--- src/rtl/fb_write_arbiter.sv ---
// Purpose : two-requester round-robin arbiter for the framebuffer pixel write port,
//           with a built-in clear engine that sweeps every pixel to black.
// Latency : 1 cycle from accept (valid && ready) to o_wr_en; clear emits 1 pixel/cycle.
// Backpressure: readies drop while i_hold, during a clear, on a clear start and in reset;
//           i_hold also pauses the clear sweep without losing its position.
//
// Ports:
//   i_clock, i_reset            single clock, synchronous active-high reset
//   i_reqN_valid/o_reqN_ready   per-requester handshake (ready is combinational)
//   i_reqN_x/_y/_rgb            requested pixel coordinate and {b,g,r} value
//   i_clear_start               one-cycle pulse, starts a full-frame clear from S_IDLE
//   i_hold                      freeze: no grants, clear sweep paused
//   o_clear_busy                clear sweep in progress
//   o_wr_en/_x/_y/_rgb          registered framebuffer write port
//   o_last_grant                index of the most recently granted requester
module fb_write_arbiter #(
    parameter int COLS        = 32,
    parameter int ROWS        = 16,
    parameter int COLOR_DEPTH = 1,
    // Bits needed to hold the largest column / row index (at least one bit).
    localparam int COL_BITS   = (COLS > 1) ? $clog2(COLS) : 1,
    localparam int ROW_BITS   = (ROWS > 1) ? $clog2(ROWS) : 1,
    localparam int PIX_BITS   = 3 * COLOR_DEPTH
) (
    input  logic                i_clock,
    input  logic                i_reset,

    input  logic                i_req0_valid,
    output logic                o_req0_ready,
    input  logic [COL_BITS-1:0] i_req0_x,
    input  logic [ROW_BITS-1:0] i_req0_y,
    input  logic [PIX_BITS-1:0] i_req0_rgb,

    input  logic                i_req1_valid,
    output logic                o_req1_ready,
    input  logic [COL_BITS-1:0] i_req1_x,
    input  logic [ROW_BITS-1:0] i_req1_y,
    input  logic [PIX_BITS-1:0] i_req1_rgb,

    input  logic                i_clear_start,
    input  logic                i_hold,
    output logic                o_clear_busy,

    output logic                o_wr_en,
    output logic [COL_BITS-1:0] o_wr_x,
    output logic [ROW_BITS-1:0] o_wr_y,
    output logic [PIX_BITS-1:0] o_wr_rgb,
    output logic                o_last_grant
);

    typedef enum logic {
        S_IDLE  = 1'b0,
        S_CLEAR = 1'b1
    } state_t;

    localparam logic [COL_BITS-1:0] LAST_COL = COL_BITS'(COLS - 1);
    localparam logic [ROW_BITS-1:0] LAST_ROW = ROW_BITS'(ROWS - 1);

    // ------------------------------------------------------------------
    // State
    // ------------------------------------------------------------------
    state_t                state_q,      state_d;
    logic                  ptr_q,        ptr_d;        // requester favoured on a tie
    logic [COL_BITS-1:0]   clr_col_q,    clr_col_d;    // clear counter, column part
    logic [ROW_BITS-1:0]   clr_row_q,    clr_row_d;    // clear counter, row part
    logic                  busy_q,       busy_d;
    logic                  wr_en_q,      wr_en_d;
    logic [COL_BITS-1:0]   wr_x_q,       wr_x_d;
    logic [ROW_BITS-1:0]   wr_y_q,       wr_y_d;
    logic [PIX_BITS-1:0]   wr_rgb_q,     wr_rgb_d;
    logic                  last_grant_q, last_grant_d;

    // ------------------------------------------------------------------
    // Combinational readies
    // ------------------------------------------------------------------
    // Grants are only possible in S_IDLE with nothing else claiming the
    // port this cycle. A clear start wins over any simultaneous request.
    logic grant_window;
    logic clr_last_pixel;

    assign grant_window = (state_q == S_IDLE) && !i_hold && !i_clear_start && !i_reset;

    // On a tie the pointer decides; alone, a requester is always served.
    assign o_req0_ready = grant_window && i_req0_valid && (!i_req1_valid || (ptr_q == 1'b0));
    assign o_req1_ready = grant_window && i_req1_valid && (!i_req0_valid || (ptr_q == 1'b1));

    // The counter is kept as separate column/row fields so raster order
    // falls out without a divide when COLS is not a power of two.
    assign clr_last_pixel = (clr_col_q == LAST_COL) && (clr_row_q == LAST_ROW);

    // ------------------------------------------------------------------
    // Next-state logic
    // ------------------------------------------------------------------
    always_comb begin
        state_d      = state_q;
        ptr_d        = ptr_q;
        clr_col_d    = clr_col_q;
        clr_row_d    = clr_row_q;
        busy_d       = busy_q;
        wr_en_d      = 1'b0;          // strobe is one cycle per pixel
        wr_x_d       = wr_x_q;        // write data holds between writes
        wr_y_d       = wr_y_q;
        wr_rgb_d     = wr_rgb_q;
        last_grant_d = last_grant_q;

        unique case (state_q)
            S_IDLE: begin
                if (!i_hold) begin
                    if (i_clear_start) begin
                        state_d   = S_CLEAR;
                        clr_col_d = '0;
                        clr_row_d = '0;
                        busy_d    = 1'b1;
                    end else if (o_req0_ready) begin
                        wr_en_d      = 1'b1;
                        wr_x_d       = i_req0_x;
                        wr_y_d       = i_req0_y;
                        wr_rgb_d     = i_req0_rgb;
                        last_grant_d = 1'b0;
                        ptr_d        = 1'b1;
                    end else if (o_req1_ready) begin
                        wr_en_d      = 1'b1;
                        wr_x_d       = i_req1_x;
                        wr_y_d       = i_req1_y;
                        wr_rgb_d     = i_req1_rgb;
                        last_grant_d = 1'b1;
                        ptr_d        = 1'b0;
                    end
                end
            end

            S_CLEAR: begin
                // Held cycles emit nothing and leave the counter in place,
                // so the sweep resumes exactly where it stopped.
                if (!i_hold) begin
                    wr_en_d  = 1'b1;
                    wr_x_d   = clr_col_q;
                    wr_y_d   = clr_row_q;
                    wr_rgb_d = '0;
                    if (clr_last_pixel) begin
                        // The final pixel's write becomes visible in the
                        // same cycle busy drops and requests are accepted.
                        state_d   = S_IDLE;
                        busy_d    = 1'b0;
                        clr_col_d = '0;
                        clr_row_d = '0;
                    end else if (clr_col_q == LAST_COL) begin
                        clr_col_d = '0;
                        clr_row_d = clr_row_q + 1'b1;
                    end else begin
                        clr_col_d = clr_col_q + 1'b1;
                    end
                end
            end

            default: begin
                state_d = S_IDLE;
            end
        endcase
    end

    // ------------------------------------------------------------------
    // Registers (reset aborts a running sweep immediately)
    // ------------------------------------------------------------------
    always_ff @(posedge i_clock) begin
        if (i_reset) begin
            state_q      <= S_IDLE;
            ptr_q        <= 1'b0;
            clr_col_q    <= '0;
            clr_row_q    <= '0;
            busy_q       <= 1'b0;
            wr_en_q      <= 1'b0;
            wr_x_q       <= '0;
            wr_y_q       <= '0;
            wr_rgb_q     <= '0;
            last_grant_q <= 1'b0;
        end else begin
            state_q      <= state_d;
            ptr_q        <= ptr_d;
            clr_col_q    <= clr_col_d;
            clr_row_q    <= clr_row_d;
            busy_q       <= busy_d;
            wr_en_q      <= wr_en_d;
            wr_x_q       <= wr_x_d;
            wr_y_q       <= wr_y_d;
            wr_rgb_q     <= wr_rgb_d;
            last_grant_q <= last_grant_d;
        end
    end

    assign o_clear_busy = busy_q;
    assign o_wr_en      = wr_en_q;
    assign o_wr_x       = wr_x_q;
    assign o_wr_y       = wr_y_q;
    assign o_wr_rgb     = wr_rgb_q;
    assign o_last_grant = last_grant_q;

endmodule
--- config.mk ---
export PLATFORM = sky130hd
export DESIGN_NAME = fb_write_arbiter
export DESIGN_NICKNAME = d
export VERILOG_FILES = /design/src/rtl/fb_write_arbiter.sv
export SDC_FILE = /design/constraint.sdc
export NUM_CORES = 1
export LEC_CHECK = 0
export ABC_AREA = 1
export BUFFER_PORTS_ARGS = -buffer_cell sky130_fd_sc_hd__buf_2
export CORE_ASPECT_RATIO = 0.8
export CORE_UTILIZATION = 50
export CTS_CLUSTER_DIAMETER = 120
export DETAILED_ROUTE_END_ITERATION = 12
export GPL_ROUTABILITY_DRIVEN = 1
export GPL_TIMING_DRIVEN = 0
export HOLD_SLACK_MARGIN = 0.06
export PLACE_DENSITY = 0.88
export SLEW_MARGIN = 5
export SYNTH_ARGS = -nofsm -noshare
export SYNTH_HDL_FRONTEND = slang
export SYNTH_SLANG_ARGS = --single-unit
--- constraint.sdc ---
create_clock -name i_clock -period 1.6 [get_ports i_clock]
set_input_delay 0.16 -clock i_clock [delete_from_list [all_inputs] [get_ports i_clock]]
set_output_delay 0.16 -clock i_clock [all_outputs]
set_load 0.05 [all_outputs]
==> impl_metrics.tcl <==
set metrics [dict create \
    status "finished, final reports clean" \
    r2r_cells 7 \
    hpwl_mm 2.62 \
    worst_pin_slew_ns 0.588 \
    cpMostUsedCell "buf_6" \
    slew_headroom 0.606 \
    die_h_um 51.1 \
    gp_congestion 0.824 \
    cts_tree "yes" \
    hold_ws_ns 0.190 \
    worst_hold_path_type "input port to register" \
    grt_pass1_wl_mm 5.58 \
    pin_count 47 \
    vdd_drop_max_mv 0.478 \
    rsz0062_at_grt "yes" \
    r2r-end "clr_col_q[3]" \
    viasPerCell 4.93 \
    place_inst 307 \
    wl_mm 3.69 \
    dr.pass1.iters 4 \
    grt_max_degree 14 \
    ctsHoldBuffers 0 \
    nets 318 \
    cts_max_path_buffers 2 \
    yosys.area.top_type_share 0.346 \
    max-cap-violations 0 \
    drt_iter0_drc 66 \
    drc 0 \
    port_buffers 46 \
    finalCritPeriodShare 0.966 \
    ys_ff_latch 26 \
    place_area_um2 1780 \
    drive_gt1_frac 0.290 \
    clock.fmax_ghz 0.647 \
    yosys.area.top_type "dfxtp_1" \
    finalSetupViolCount 0 \
    diodes 0 \
    grt_pass1_vias 1305 \
    synth_seq_area_share 0.346 \
    detail-route-antenna-nets 0 \
    area_delta_synth_final_pct 31.8 \
    power_mw 1.57 \
    coreArea_um2 2810 \
    hold_viol 0 \
    grt_overflow_total 0 \
    endpoint "o_req0_ready" \
    syn_nets 256 \
    cpMaxStageDelayCell "dfxtp_1" \
    leakagePower_nw 1.01 \
    dieArea_um2 3230 \
    crit_path_cell_trace "buf_6, nor2_4, nand2_4, nor2_8, buf_6, buf_6" \
    period_needed_ns 1.55 \
    path_max_fanout 10 \
    setup.worst_path.end_class "primary output" \
    vias 1582 \
    start_kind "register" \
    fin_ws_ns 0.0540 \
    synth_cell_types 22 \
    clkLatencyLatePin_ns 0.27 \
    crit_required_ns 1.44 \
    r2r_setup_slack_ns 0.05 \
    start_util 0.536 \
    numCtsBuffers 3 \
    drv_slew 0 \
    cp.arrival_ns 1.39 \
    cts.sinks 26 \
    r2r-start "clr_col_q[0]" \
    fp.dieW_um 63.3 \
    synth_area_um2 1500 \
    synthCells 223 \
    design_area_um2 1980 \
    crit_start "state_q" \
    ys_warn_count 0 \
    powerDensity_nw_per_um2 793 \
    cp_slowest_stage_delay_ns 0.31 \
    track_usage 0.215 \
    stdcell_count 321 \
    row_count 17 \
    skew_ns 0.00243 \
    clkTransAtPathRegs_ns 0.08 \
    synthTopCellsByArea "dfxtp_1 35%, nand2_1 16%, nor2_1 8.7%" \
    wl_per_cell_um 11.5 \
    path_class "register to primary output" \
    fin_setup_tns_ns 0 \
    pre_cts_ws_ns -0.109 \
    root_buffer "clkbuf_8" \
    postLayoutCoreUtil 0.706 \
    antenna_found_initial 0 \
    htreeDepth 1 \
    synth.avg_cell_area_um2 6.74 \
]
## worst max-delay path: cells and delay by family (launching register included)
| family | cells | cell delay (ns) |
|---|---|---|
| buf+inv | 3 | 0.44 |
| flops | 1 | 0.31 |
| simple gates | 3 | 0.36 |
## power by group
| group | switching [mW] | leakage (nW) | total, mW | internal, mW |
|---|---|---|---|---|
| combinational | 0.314 | 0.772 | 0.492 | 0.178 |
| clock | 0.195 | 0.0216 | 0.364 | 0.169 |
| sequential | 0.0263 | 0.214 | 0.716 | 0.689 |
| total | 0.536 | 1.01 | 1.57 | 1.04 |
## routing by layer
| metal | vias to the layer above | GRT usage | part of all wire |
|---|---|---|---|
| met2 | 39 | 0.355 | 0.44 |
| li1 | 831 | - | - |
| met3 | 2 | 0.0446 | 0.042 |
| met1 | 710 | 0.298 | 0.52 |
| met5 | - | 0 | 0 |
| met4 | 0 | 0.0227 | 0.0027 |
## cell type report
cell class / count / area (um2)
multi-input cells: 166 / 877
well taps: 38 / 47.5
inverters: 22 / 82.6
repair buffers: 57 / 343
flip-flops and latches: 26 / 528
clock buffers: 3 / 41.3
plain buffers: 9 / 62.6
fillers: 245 / 826
## worst min-delay path by stage
stage,startpoint,end,slack [ns],cells past startpoint
CTS,i_reset,o_clear_busy,0.19,4
floorplan,i_reset,o_clear_busy,0.32,3
finish,i_reset,o_clear_busy,0.19,4
global placement,o_clear_busy,o_clear_busy,0.46,2
global route,i_reset,o_clear_busy,0.21,4
detailed placement,o_clear_busy,o_clear_busy,0.46,2
## repair_timing
action,in CTS,in global routing
setup endpoints to repair,2,13
gates resized for setup,5,13
pin swaps,2,11
buffers inserted,3,7
cloned,0,1
## cell usage after synthesis, drive strengths merged
cell type,instances
a211oi,1
inv,22
nand4,2
nand2,66
ha,3
dfxtp,26
a21oi,17
nor4,1
o21ai,11
nor3,2
nand3,8
o21bai,16
nor2,39
buf,5
clkbuf,4
## kinds of logic (layout without fill, tap and decap cells)
logic type | Yosys count | count (layout) | share of synthesized area
and+or+nand+nor | 118 | 118 | 0.357
adders and majority gates | 3 | 3 | 0.0250
AOI/OAI and AO/OA | 45 | 45 | 0.178
buffers and inverters | 31 | 91 | 0.0940
DFF | 26 | 26 | 0.346
## cell usage in the layout (no fill, tap or decap), types with 4 or more instances in the layout
cell type  synthesis  layout
inv_1             20      20
buf_4              0       9
buf_6              3       4
buf_2              2      46
o21bai_1          16      16
dfxtp_1           26      24
nor2_1            35      32
a21oi_1           17      17
clkbuf_1           4       4
nand2_1           63      62
nand3_1            8       8
o21ai_0            8       8
## flip-flops by register name, indices dropped and copies added (netlist names), 3 cells and up
| signal | flops |
|---|---|
| clr_row_q | 4 |
| o_wr_rgb | 3 |
| o_wr_y | 4 |
| clr_col_q | 5 |
| o_wr_x | 5 |
No activity file was read; power rests on OpenSTA's default activity.
